## src/rtl/pe_sad_acc.sv

```systemverilog
// Motion-estimation PE: NUM_CB current-block pixel banks, one reference pixel,
// and a two-stage pipelined SAD accumulator over ACC_LEN absolute differences.
module pe_sad_acc #(
  parameter  int PIXEL_W  = 8,
  parameter  int NUM_CB   = 4,
  parameter  int ACC_LEN  = 64,
  localparam int CB_SEL_W = $clog2(NUM_CB),
  localparam int PAIR_W   = $clog2(NUM_CB) - 1,
  localparam int ACC_W    = PIXEL_W + $clog2(ACC_LEN)
) (
  input  logic                clk,
  input  logic                rst_n,
  input  logic [PIXEL_W-1:0]  in_curr1,
  input  logic [PIXEL_W-1:0]  in_curr2,
  input  logic                in_curr_enable,
  input  logic [PAIR_W-1:0]   cb_pair_sel,
  input  logic [PIXEL_W-1:0]  down_ref_adjacent_1,
  input  logic [PIXEL_W-1:0]  down_ref_adjacent_8,
  input  logic                change_ref,
  input  logic                ref_input_control,
  input  logic [CB_SEL_W-1:0] abs_control,
  input  logic                acc_en,
  input  logic                acc_clear,
  output logic [PIXEL_W-1:0]  abs_out,
  output logic [PIXEL_W-1:0]  next_pix1,
  output logic [PIXEL_W-1:0]  next_pix2,
  output logic [PIXEL_W-1:0]  ref_pix,
  output logic [ACC_W-1:0]    sad_out,
  output logic                sad_valid,
  output logic                sad_busy
);

  localparam int CNT_W = $clog2(ACC_LEN);

  // |a - b| on unsigned pixels; one extra bit keeps the difference exact.
  function automatic logic [PIXEL_W-1:0] abs_diff(input logic [PIXEL_W-1:0] a,
                                                  input logic [PIXEL_W-1:0] b);
    logic signed [PIXEL_W:0] d;
    logic signed [PIXEL_W:0] n;
    d = $signed({1'b0, a}) - $signed({1'b0, b});
    n = -d;
    return d[PIXEL_W] ? n[PIXEL_W-1:0] : d[PIXEL_W-1:0];
  endfunction

  // ACC_W is sized for ACC_LEN full-scale differences, so the sum never wraps.
  function automatic logic [ACC_W-1:0] acc_add(input logic [ACC_W-1:0]   acc,
                                               input logic [PIXEL_W-1:0] val);
    return acc + {{(ACC_W-PIXEL_W){1'b0}}, val};
  endfunction

  logic [PIXEL_W-1:0] cb [NUM_CB];
  logic [PIXEL_W-1:0] abs_p1;
  logic               vld_p1;
  logic [ACC_W-1:0]   acc_p2;
  logic [CNT_W-1:0]   cnt_p2;

  always_ff @(posedge clk or negedge rst_n) begin
    if (!rst_n) begin
      for (int i = 0; i < NUM_CB; i++) cb[i] <= '0;
    end else if (in_curr_enable) begin
      for (int i = 0; i < NUM_CB/2; i++) begin
        if (cb_pair_sel == PAIR_W'(i)) begin
          cb[2*i]   <= in_curr1;
          cb[2*i+1] <= in_curr2;
        end
      end
    end
  end

  always_ff @(posedge clk or negedge rst_n) begin
    if (!rst_n) begin
      ref_pix <= '0;
    end else if (change_ref) begin
      ref_pix <= ref_input_control ? down_ref_adjacent_8 : down_ref_adjacent_1;
    end
  end

  assign abs_out   = abs_diff(cb[abs_control], ref_pix);
  assign next_pix1 = cb[{cb_pair_sel, 1'b0}];
  assign next_pix2 = cb[{cb_pair_sel, 1'b1}];

  // Stage 1: register the sampled absolute difference
  always_ff @(posedge clk or negedge rst_n) begin
    if (!rst_n) begin
      abs_p1 <= '0;
      vld_p1 <= 1'b0;
    end else if (acc_clear) begin
      vld_p1 <= 1'b0;
    end else if (acc_en) begin
      abs_p1 <= abs_out;
      vld_p1 <= 1'b1;
    end else begin
      vld_p1 <= 1'b0;
    end
  end

  // Stage 2: accumulate; the final sample goes straight to sad_out so the
  // next SAD can start on the following sample without an idle cycle.
  always_ff @(posedge clk or negedge rst_n) begin
    if (!rst_n) begin
      acc_p2    <= '0;
      cnt_p2    <= '0;
      sad_out   <= '0;
      sad_valid <= 1'b0;
    end else if (acc_clear) begin
      acc_p2    <= '0;
      cnt_p2    <= '0;
      sad_valid <= 1'b0;
    end else if (vld_p1) begin
      if (cnt_p2 == CNT_W'(ACC_LEN-1)) begin
        sad_out   <= acc_add(acc_p2, abs_p1);
        sad_valid <= 1'b1;
        acc_p2    <= '0;
        cnt_p2    <= '0;
      end else begin
        acc_p2    <= acc_add(acc_p2, abs_p1);
        cnt_p2    <= cnt_p2 + 1'b1;
        sad_valid <= 1'b0;
      end
    end else begin
      sad_valid <= 1'b0;
    end
  end

  assign sad_busy = vld_p1 | (cnt_p2 != '0);

endmodule

```

## config.mk

```make
export PLATFORM = sky130hd
export DESIGN_NAME = pe_sad_acc
export DESIGN_NICKNAME = d
export VERILOG_FILES = /design/src/rtl/pe_sad_acc.sv
export SDC_FILE = /design/constraint.sdc
export NUM_CORES = 1
export LEC_CHECK = 0
export BUFFER_PORTS_ARGS = -buffer_cell sky130_fd_sc_hd__buf_2
export CAP_MARGIN = 40
export CORE_UTILIZATION = 40
export CTS_BUF_LIST = sky130_fd_sc_hd__clkbuf_2
export DETAILED_ROUTE_END_ITERATION = 8
export SETUP_SLACK_MARGIN = 0.2
export SKIP_CTS_REPAIR_TIMING = 1
export SYNTH_ARGS = -nofsm -noshare
export SYNTH_HDL_FRONTEND = slang
export SYNTH_SLANG_ARGS = --single-unit
export TNS_END_PERCENT = 50
```

## constraint.sdc

```tcl
create_clock -name clk -period 3.05 [get_ports clk]
set_input_delay 0.305 -clock clk [delete_from_list [all_inputs] [get_ports clk]]
set_output_delay 0.305 -clock clk [all_outputs]
set_load 0.05 [all_outputs]
```

## Yosys cells after proc, flatten, opt, wreduce, memory -nomap -nowiden

Cells that the tools add are included.

| storage, ports and cells | value |
|---|---|
| input port bits | 42 |
| register bits after elaboration | 84 |

| cells by class | value |
|---|---|
| mux-type cells | 22 |
| add/subtract/negate cells | 4 |
| bitwise gates (word level) | 6 |
| order comparisons | 3 |
| equal/unequal tests | 1 |
| reduce and logical (&&, ||, !) cells | 6 |

Operators with widths:

| kind | number |
|---|---|
| $mux W8 | 8 |
| $bmux W8 S2 | 3 |
| $mux W14 | 3 |
| $mux W6 | 3 |
| $add A14 B8 Y14 | 1 |
| $ge A3 B3 Y1 const B | 3 |
| $not A2 Y3 | 3 |
| $sub A8 B8 Y9 | 1 |
| $neg A8 Y8 | 1 |
| $add A6 B1 Y6 const B | 1 |
| $eq A6 B6 Y1 const B | 1 |
| $reduce_and A2 Y1 | 3 |
| $reduce_bool A6 Y1 | 1 |
| $mux W1 | 5 |
| $reduce_and A3 Y1 | 1 |
| $not A1 Y1 | 2 |
| $reduce_bool A2 Y1 | 1 |
| $or A1 B1 Y1 | 1 |

## Longest topological paths before layout

Gate-level depths: netlist (run 1).

| logic depth | value |
|---|---|
| depth after elaboration | 7 |
| depth in mapped cells | 13 |

## Worst setup path after synthesis (run 1)

Ideal clock, no wire load.

| timing | value |
|---|---|
| path kind | input to register |
| start | in abs_control[1] |
| end | reg abs_p1[7] |
| stages on the path | 13 |
| buffers on the path | 1 |
| arrival time | 4.023 ns |
| path slack | -1.043 ns |
| path through | clkbuf_1 > mux4_2 > inv_1 > ha_1 > inv_1 > fa_1 > a211oi_2 > nor3b_1 > or4_1 > o311ai_1 > a31oi_1 > xnor2_1 > mux2_2 |

| on the way | value |
|---|---|
| longest elaborated chain between the ends | 7 |

Ends and longest elaborated chain:

| element | RTL line | RTL |
|---|---|---|
| from (decl) | 21 | `input logic [CB_SEL_W-1:0] abs_control,` |
| $not A2 Y3 (not written as such) (*) | 78 | `assign abs_out = abs_diff(cb[abs_control], ref_pix);` |
| $bmux W8 S2 (*) | 78 |  |
| $mux W8 (not written as such) (*) (2 in a row) | 78 |  |
| $sub A8 B8 Y9 (*) | 40 | `d = $signed({1'b0, a}) - $signed({1'b0, b});` |
| $neg A8 Y8 | 41 | `n = -d;` |
| $mux W8 (*) | 42 | `return d[PIXEL_W] ? n[PIXEL_W-1:0] : d[PIXEL_W-1:0];` |
| net abs_out[7] | 24 | `output logic [PIXEL_W-1:0] abs_out,` |
| to (signal assigned) | 90 | `abs_p1 <= abs_out;` |
| to (decl) | 52 | `logic [PIXEL_W-1:0] abs_p1;` |

Mark *: on every way through the listed nets, which the timed path passes. The rest lies on a longest branch. The select of a mux whose other input is x is not followed.
A chain may end at the register's enable or synchronous reset.

## Worst setup path in the final report (run 1)

| timing | value |
|---|---|
| start | reg cb[0] (netlist bit) |
| end | out abs_out[1] |

| on the way | value |
|---|---|
| longest elaborated chain between the ends | 6 |

Ends and longest elaborated chain:

| element | RTL line | RTL |
|---|---|---|
| from (decl) | 51 | `logic [PIXEL_W-1:0] cb [NUM_CB];` |
| from (signal, indexed assignment) | 63 | `cb[2*i] <= in_curr1;` |
| from (signal, indexed assignment) | 64 | `cb[2*i+1] <= in_curr2;` |
| $bmux W8 S2 (*) | 78 |  |
| $mux W8 (not written as such) (*) (2 in a row) | 78 |  |
| $sub A8 B8 Y9 (*) | 40 |  |
| $neg A8 Y8 | 41 |  |
| $mux W8 (*) | 42 |  |
| to (decl) | 24 |  |

Mark *: on every way between the ends. The rest lies on a longest branch, timed or not. The select of a mux whose other input is x is not followed.

==> summary.txt, run 1 <==
Worst setup path
  – R2R Path Start: cb[0]
  – Worst Path Required: 2.74 ns
  – Kind of start point of the critical path: flop
  – Crit end category: output port
  – Worst-path fanout max: 7
  – Critical path startpoint: cb[0]
  – Critical Path AT: 3.58 ns
  – Critical path class: reg -> out
  – Worst Setup EP: abs_out[1]
  – Capturing point of the worst reg2reg path: abs_p1[7]
  – FF-to-FF path depth: 12
  – Flop2flop setup slack: -0.06 ns

Cells and area
  – Area Overhead vs Synth: 31.6%
  – Number of inserted diodes: 0
  – Final Net Count: 607
  – Layout cells sized above 1: 0.424

Synth
  – Post-synth top flop: dfrtp_1
  – Post-synth top area share: 0.462
  – Synth Instances: 405
  – Main combinational cell family by area after synthesis: multiplexers
  – Ranking of synthesized cells by area: dfrtp_1 46%, mux2_2 15%, ha_1 5.2%
  – Synth area leader: dfrtp_1
  – #FFs+latches synth: 84
  – Xor-xnor portion of the synthesized cell area: 0.0462
  – Post-synthesis adder-cell area fraction: 0.0610
  – Compound-Gate Fraction of Synth Area: 0.100
  – Yosys cell types: 47
  – Mux cell area share after synthesis: 0.208
  – Mapped Area: 4550 sq um
  – Synthesized Nets: 468
  – Ys async rst share: 1.00
  – Yosys Warn Count: 0
  – Syn_area_per_cell: 11.2 sq um
  – Simple-gate share of the synthesized area: 0.0935
  – Number of synthesized flops with an enable pin: 0
  – Seq/Total Area, Yosys: 0.462

Floorplanning
  – Die Y: 109 um
  – Starting Density: 0.414
  – Num ports: 90
  – Die footprint: 11800 sq um
  – Core Footprint: 11000 sq um
  – Row cnt: 38
  – Die width: 109 um

Power and ir drop
  – Comb pwr share: 0.550
  – Lkg Pwr: 0.00281 uW
  – Worst vdd rail ir drop: 617 uV
  – Fraction of power consumed by sequential logic: 0.309
  – Internal Power: 2610 uW
  – Net switching power: 1900 uW
  – Power share of the clock group: 0.141
  – Pwr Density: 754 nW/um^2
  – Sw Ratio: 0.421

Timing
  – Final setup viols: 10
  – Worst-Margin Slew: 0.746 ns
  – Crit share post-route: 1.27
  – Max Freq: 258 MHz
  – Crit path time final: 3.88 ns
  – RSZ-0062 raised after global routing: true
  – Final WS setup: -0.832 ns
  – Clock Skew: 0.0252 ns
  – Relative slew slack: 0.502
  – Hold Worst Slack: 0.0290 ns
  – Slew Limit Fails: 0
  – Final Hold Vio Count: 0

Route
  – Iteration-0 DRC Markers: 126
  – Drt wl/cell: 15.3 um
  – Detailed Route WL: 10500 um
  – Vias post-DR: 3478
  – Initial DRT Pass Iterations: 4
  – DRC: 0
  – Antenna Nets Post-Route: 0
  – Via/cell ratio: 5.06

Clock network
  – Htree depth: 3
  – CTS sink count: 84
  – Clock Path Buffers: 2
  – Later-pin clock latency in the skew report: 0.58 ns
  – CTS tree: yes
  – Clock root buffer: clkbuf_2
  – Inserted Clock Buffers: 9
  – Clock slew at reported path FFs: 0.21 ns

Status
  – Failing checks: setup timing
  – Outcome: finished with violations

Global route
  – Vias in the first global route: 3536
  – Initial antenna violation count: 0
  – Total grt overflow: 0
  – Total track usage: 0.193
  – First-pass GRT wire length: 17000 um
  – Largest net degree at the start of global routing: 54

Placed design
  – I/O Buffers: 89
  – Dpl ws: -0.366 ns
  – GP Congestion: 0.827
  – Final HPWL DP: 8000 um

Min path
  – Hold Crit Class: in -> reg

Flow run
  – Max-cap violations: 0
==> worst min path at each step <==
stage / endpoint / cells after the start / slack (ns) / from
final: ref_pix[6] / 3 / 0.03 / down_ref_adjacent_1[6]
after global routing: ref_pix[0] / 3 / 0.003 / down_ref_adjacent_1[0]
after CTS: ref_pix[6] / 1 / -0.41 / rst_n
after detailed placement: ref_pix[1] / 1 / 0.28 / rst_n
after global placement: sad_out[11] / 2 / 0.46 / sad_out[11]
after floorplan: abs_p1[0] / 0 / 0.009 / rst_n
==> through the flow <==
stage                     TNS [ns]  total power [uW]  instances  cell area [sq um]  utilization
after floorplan              -1.47              3070        405               4770            -
after global placement       -2.08              3670        652               5560        0.507
after detailed placement     -2.56              3700        654               5600        0.510
after CTS                    -6.53              4370        668               5720        0.521
after global routing         -7.63              4770        687               5990        0.545
final                        -5.40              4510        687               5990        0.545
==> cell families after synthesis <==
| group | count (synthesis) |
|---|---|
| XOR/XNOR | 24 |
| buffers and inverters | 35 |
| multiplexers | 77 |
| adder cells (fa/ha/maj) | 21 |
| AND/OR/NAND/NOR | 93 |
| flip-flops | 84 |
| AO/OA/AOI/OAI | 71 |
==> layout by cell type, fill, tap and decap left out, drive strengths merged, types with 3 or more instances in the layout <==
cell and n:
buf 124, dfrtp 84, mux2 60, nor2 32, nand2 28, o21ai 25, dlygate4sd3 19, a21oi 19
ha 19, inv 19, xnor2 18, mux2i 9, clkbuf 9, mux4 8, a22o 8, nand2b 6
xor2 6, nor2b 5, nand3 4, and3 4, nor3 4, a211oi 4, a31oi 3, o31ai 3
==> cell type report <==
type | count | area, sq um
sequential | 84 | 2100
multi-input combinational | 286 | 2540
tap | 140 | 175
clock inverter | 5 | 78.8
fill | 973 | 5000
inverter | 20 | 75.1
timing repair buffer | 143 | 968
clock buffer | 9 | 45.0
==> sequential cells by signal (all words and copies together) (netlist names) <==
name,count
vld_p1,1
sad_valid,1
sad_out,14
cnt_p2,6
ref_pix,8
cb,32
abs_p1,8
acc_p2,14
==> power groups by stage <==
stage / Sequential (uW) / Combinational, uW / Clock [uW]
final: 1390 / 2480 / 637
after global routing: 1420 / 2650 / 709
after floorplan: 1400 / 1670 / 0
after CTS: 1400 / 2290 / 671
after global placement: 1410 / 2260 / 0
after detailed placement: 1420 / 2280 / 0
==> metal layers <==
| metal | vias up | routed length, um | part of all wire | GRT usage |
|---|---|---|---|---|
| met5 | - | 0 | 0 | 0 |
| li1 | 1712 | - | - | - |
| met3 | 14 | 396 | 0.038 | 0.0442 |
| met1 | 1688 | 4700 | 0.45 | 0.234 |
| met4 | 0 | 213 | 0.020 | 0.0859 |
| met2 | 64 | 5230 | 0.50 | 0.326 |
==> critical path, cell delays in order, from the launching register on <==
cell and delay [ns]:
dfrtp_1 0.43, mux4_2 0.49, inv_2 0.08, ha_4 0.12, inv_2 0.03, fa_2 0.36, a211oi_4 0.24, nor3b_2 0.09
o31ai_4 0.36, a21oi_4 0.17, buf_4 0.16, mux2_2 0.30, buf_6 0.16
==> synthesized netlist by cell type (3+ instances only) <==
master	instances
mux2_2	60
nand3_1	4
clkbuf_1	14
xor2_1	6
inv_1	18
a21oi_1	18
a22o_1	8
nor2_1	32
and3_1	4
nand2b_1	6
nand2_1	28
nor3_1	4
ha_1	19
a31oi_1	3
nor2b_1	5
mux2i_1	9
mux4_2	8
o21ai_0	24
dfrtp_1	84
xnor2_1	18
(Power assumes the default switching activity.)
==> run 2, diff against run 1 <==
--- a/config.mk
+++ b/config.mk
@@ -7,9 +7,10 @@
 export LEC_CHECK = 0
 export BUFFER_PORTS_ARGS = -buffer_cell sky130_fd_sc_hd__buf_2
 export CAP_MARGIN = 40
-export CORE_UTILIZATION = 40
+export CORE_UTILIZATION = 45
 export CTS_BUF_LIST = sky130_fd_sc_hd__clkbuf_2
 export DETAILED_ROUTE_END_ITERATION = 8
+export PLACE_DENSITY = 0.7
 export SETUP_SLACK_MARGIN = 0.2
 export SKIP_CTS_REPAIR_TIMING = 1
 export SYNTH_ARGS = -nofsm -noshare
==> summary.txt, run 2 (same netlist as run 1, synthesis figures left out) <==
Timing
  – Max Freq: 264 MHz
  – Crit path time final: 3.79 ns
  – Final Hold Vio Count: 0
  – Worst-Margin Slew: 0.754 ns
  – Clock Skew: 0.0344 ns
  – Slew Limit Fails: 0
  – Crit share post-route: 1.24
  – Relative slew slack: 0.496
  – Final setup viols: 11
  – RSZ-0062 raised after global routing: true
  – Final WS setup: -0.737 ns

Global route
  – Vias in the first global route: 3615
  – Initial antenna violation count: 0
  – Total track usage: 0.211
  – Largest net degree at the start of global routing: 51
  – First-pass GRT wire length: 16700 um
  – Total grt overflow: 0

Cells and area
  – Biggest regs: cb: 32 flops, acc_p2: 14 flops, sad_out: 14 flops
  – Final Net Count: 608
  – Flip-flop count of the largest register after layout: 32
  – Register area: 2100 sq um
  – Area of the multi-input gates: 2560 sq um
  – Commonest non-fill, non-tap cell in the layout: dfrtp_1
  – Number of inserted diodes: 0
  – Most flop-heavy register: cb
  – Final Instance Area: 5970 sq um
  – Final core utilization: 0.611
  – Layout cells sized above 1: 0.436
  – Fill cells: 833
  – Area Overhead vs Synth: 31.2%
  – Most frequent cells in the layout: 84 x dfrtp_1, 81 x buf_2, 58 x mux2_2

Worst setup path
  – FF-to-FF path depth: 12
  – Critical Path AT: 3.48 ns
  – Flop2flop setup slack: -0.04 ns
  – CP peak stage delay: 0.48 ns
  – Cell chain of the critical path: mux4_2 > inv_2 > ha_4 > inv_2 > fa_2 > a211oi_4 > nor3b_2 > or4_4 > o311ai_4 > a31oi_4 > xnor2_4 > buf_6
  – Worst Path Required: 2.74 ns
  – Critical path class: reg -> out
  – Kind of start point of the critical path: flop
  – CP max-delay cell: mux4_2
  – CP bufs+invs: 3
  – Worst-path fanout max: 2
  – Crit path max-delay family: simple AND/OR/NAND/NOR gates
  – Crit end category: output port
  – Capturing point of the worst reg2reg path: abs_p1[3]
  – Critical path's most frequent cell: inv_2
  – R2R Path Start: cb[0]

Floorplanning
  – Row cnt: 36
  – Core Footprint: 9770 sq um
  – Die width: 103 um
  – Die Y: 103 um
  – Num ports: 90
  – Starting Density: 0.466
  – Die footprint: 10500 sq um

Placed design
  – Final HPWL DP: 7700 um
  – I/O Buffers: 89
  – GP Congestion: 0.815
  – Placed cell area: 5580 sq um

Min path
  – End point of the worst hold path: ref_pix[7]
  – Hold Crit Class: in -> reg
  – Worst Hold Path Cells: 3
  – Hold Crit Start: down_ref_adjacent_1[7]

Clock network
  – Htree depth: 3
  – Later-pin clock latency in the skew report: 0.55 ns
  – CTS sink count: 84
  – Clock root buffer: clkbuf_2
  – Clock slew at reported path FFs: 0.20 ns
  – Clock Path Buffers: 2
  – CTS tree: yes
  – Inserted Clock Buffers: 9

Power and ir drop
  – Worst vdd rail ir drop: 583 uV
  – Pwr Density: 739 nW/um^2
  – Lkg Pwr: 0.00281 uW

Route
  – Detailed Route WL: 10400 um
  – Initial DRT Pass Iterations: 4
  – Vias post-DR: 3554
  – Drt wl/cell: 15.2 um
  – Via/cell ratio: 5.22
  – Iteration-0 DRC Markers: 122
  – Antenna Nets Post-Route: 0
  – DRC: 0

Status
  – Failing checks: setup timing
  – Outcome: finished with violations

Flow run
  – Max-cap violations: 0
[run 2: routing by layer]
metal	up-vias	GRT usage	part of all wire
met2	81	0.370	0.52
met3	13	0.0536	0.040
met4	0	0.0670	0.012
li1	1706	-	-
met1	1754	0.252	0.42
met5	-	0	0
[run 2: worst max path at each step]
stage	start	to	slack, ns	cells after the start
4_1_cts	cb[0]	abs_out[7]	-0.90	12
5_1_grt	cb[16]	abs_out[6]	-0.92	12
3_3_place_gp	abs_control[1]	abs_out[7]	-0.31	13
3_5_place_dp	abs_control[1]	abs_out[7]	-0.34	11
6_report	cb[0]	abs_out[7]	-0.74	12
2_1_floorplan	abs_control[1]	abs_p1[6]	-0.24	13
[run 2: cell type report]
type,instances,share of cell area
Multi-Input combinational cell,286,0.429
Sequential cell,84,0.352
Timing Repair Buffer,144,0.162
Tap cell,133,0.0279
Inverter,20,0.0126
Clock buffer,12,0.0101
Clock inverter,2,0.00629
[run 2: metrics by stage]
step	hold slack, ns	power, uW	setup WS [ns]	setup TNS (ns)	std cells
after floorplan	0.00941	3070	-0.236	-1.47	405
after global placement	0.454	3610	-0.312	-1.77	644
after detailed placement	0.290	3670	-0.342	-2.28	646
after CTS	-0.356	4230	-0.897	-5.87	660
after global routing	0.00774	4670	-0.917	-6.77	681
final	0.0648	4410	-0.737	-5.02	681
[run 2: power by group]
group          total [uW]  switching [uW]  internal [uW]
registers            1380             114           1270
clock network         555             364            191
logic                2480            1400           1070
[run 2: worst register-to-register path, cell delays in order (launching register included)]
cell and delay [ns]:
dfrtp_1 0.42, mux4_2 0.48, inv_2 0.09, ha_4 0.12, inv_2 0.03, fa_2 0.36
a211oi_4 0.25, nor3b_2 0.10, o31ai_4 0.33, a21oi_4 0.17, nand2b_2 0.25, xnor2_4 0.14
mux2_2 0.26
==> run 3, diff against run 2 <==
--- a/config.mk
+++ b/config.mk
@@ -7,10 +7,12 @@
 export LEC_CHECK = 0
 export BUFFER_PORTS_ARGS = -buffer_cell sky130_fd_sc_hd__buf_2
 export CAP_MARGIN = 40
-export CORE_UTILIZATION = 45
+export CELL_PAD_IN_SITES_DETAIL_PLACEMENT = 1
+export CELL_PAD_IN_SITES_GLOBAL_PLACEMENT = 2
+export CORE_UTILIZATION = 33
 export CTS_BUF_LIST = sky130_fd_sc_hd__clkbuf_2
 export DETAILED_ROUTE_END_ITERATION = 8
-export PLACE_DENSITY = 0.7
+export PLACE_DENSITY_LB_ADDON = 0.1
 export SETUP_SLACK_MARGIN = 0.2
 export SKIP_CTS_REPAIR_TIMING = 1
 export SYNTH_ARGS = -nofsm -noshare
==> summary.txt, run 3 (same netlist as run 1, synthesis figures left out) <==
Cells and area
  – Area of the multi-input gates: 2530 sq um
  – Final Net Count: 616
  – Most flop-heavy register: cb
  – Fin cells: 736
  – Fill cells: 1503
  – Commonest non-fill, non-tap cell in the layout: dfrtp_1
  – Register area: 2100 sq um
  – Flip-flop count of the largest register after layout: 32
  – Biggest regs: cb: 32 flops, acc_p2: 14 flops, sad_out: 14 flops
  – Most frequent cells in the layout: 84 x dfrtp_1, 81 x buf_2, 58 x mux2_2
  – Area Overhead vs Synth: 32.5%
  – Final core utilization: 0.452
  – Final Instance Area: 6030 sq um
  – Layout cells sized above 1: 0.432

Timing
  – Final WS setup: -0.765 ns
  – Relative slew slack: 0.459
  – Slew Limit Fails: 0
  – Worst-Margin Slew: 0.810 ns
  – Final setup viols: 10
  – Crit share post-route: 1.25
  – RSZ-0062 raised after global routing: true
  – Clock Skew: 0.0451 ns
  – Max Freq: 262 MHz
  – Final TNS setup: -5.27 ns
  – Final Hold Vio Count: 0
  – Crit path time final: 3.82 ns

Placed design
  – I/O Buffers: 89
  – Dpl cells: 696
  – Placed cell area: 5670 sq um
  – GP Congestion: 0.857
  – Final HPWL DP: 9060 um

Global route
  – First-pass GRT wire length: 19500 um
  – Initial antenna violation count: 1
  – Total grt overflow: 0
  – Largest net degree at the start of global routing: 37
  – Total track usage: 0.179
  – Vias in the first global route: 3816

Worst setup path
  – CP peak stage delay: 0.48 ns
  – Crit path max-delay family: multiplexers
  – Critical path class: reg -> out
  – R2R Path Start: cb[0]
  – WP depth: 12
  – Flop2flop setup slack: -0.10 ns
  – Critical Path AT: 3.51 ns
  – Worst Path Required: 2.74 ns
  – Worst-path fanout max: 7
  – CP max-delay cell: mux4_2
  – CP bufs+invs: 4
  – Capturing point of the worst reg2reg path: abs_p1[1]
  – Crit end category: output port
  – Critical path's most frequent cell: inv_2
  – Kind of start point of the critical path: flop
  – Cell chain of the critical path: mux4_2 > inv_2 > ha_4 > inv_2 > fa_2 > a211oi_2 > nor3b_2 > o31ai_4 > a21oi_4 > buf_4 > mux2_2 > buf_6
  – FF-to-FF path depth: 14

Route
  – Drt wl/cell: 16.4 um
  – Via/cell ratio: 4.89
  – Antenna Nets Post-Route: 0
  – DRC: 0
  – Iteration-0 DRC Markers: 94
  – Initial DRT Pass Iterations: 4
  – Detailed Route WL: 12100 um
  – Vias post-DR: 3602

Min path
  – Hold Crit Start: down_ref_adjacent_1[0]
  – Worst Hold Path Cells: 3
  – End point of the worst hold path: ref_pix[0]
  – Hold Crit Class: in -> reg

Power and ir drop
  – Lkg Pwr: 0.00282 uW
  – Pwr Density: 730 nW/um^2
  – Overall power: 4400 uW
  – Worst vdd rail ir drop: 392 uV

Floorplanning
  – Die footprint: 14300 sq um
  – Die Y: 119 um
  – Die width: 119 um
  – Core Footprint: 13300 sq um
  – Row cnt: 42
  – Num ports: 90
  – Starting Density: 0.341

Clock network
  – Inserted Clock Buffers: 9
  – CTS sink count: 84
  – Clock Path Buffers: 2
  – Clock slew at reported path FFs: 0.21 ns
  – CTS tree: yes
  – Later-pin clock latency in the skew report: 0.59 ns
  – Htree depth: 3
  – Clock root buffer: clkbuf_2

Flow run
  – Max-cap violations: 0

Status
  – Failing checks: setup timing
  – Outcome: finished with violations
run 3: layout make-up:
type | count | area share
multi-input combinational | 286 | 0.420
sequential | 84 | 0.349
timing repair buffer | 152 | 0.168
tap | 176 | 0.0365
inverter | 20 | 0.0125
clock buffer | 11 | 0.00913
clock inverter | 5 | 0.00477
antenna | 2 | 0.000830
run 3: worst max path at each step:
stage / slack [ns] / startpoint / endpoint
3_3_place_gp: -0.36 / abs_control[1] / abs_out[7]
4_1_cts: -0.98 / cb[0] / abs_out[7]
3_5_place_dp: -0.39 / abs_control[1] / abs_out[7]
2_1_floorplan: -0.24 / abs_control[1] / abs_p1[6]
6_report: -0.77 / cb[0] / abs_out[1]
5_1_grt: -0.97 / cb[0] / abs_out[5]
run 3: per-stage QoR:
stage / hold WS [ns] / setup WS, ns
after global placement: 0.300 / -0.365
after detailed placement: 0.303 / -0.391
after CTS: -0.392 / -0.982
final: 0.0360 / -0.765
after floorplan: 0.00941 / -0.236
after global routing: 0.00164 / -0.965
run 3: routing by layer:
metal / up-vias / wire length [um] / track usage / share of wire
li1: 1735 / - / - / -
met1: 1782 / 5370 / 0.223 / 0.44
met3: 11 / 318 / 0.0297 / 0.026
met2: 74 / 6220 / 0.309 / 0.51
met4: 0 / 176 / 0.0664 / 0.015
met5: - / 0 / 0 / 0
run 3: worst min-delay path, cell delays in order:
cell     delay, ns
buf_2         0.08
mux2i_1       0.05
a21oi_1       0.13
run 3: where the power goes:
part	internal, uW	switching, uW	leakage [uW]
Combinational	1090	1410	0.00171
Sequential	1270	122	0.00106
Clock	109	405	0.0000570
Total	2470	1940	0.00282
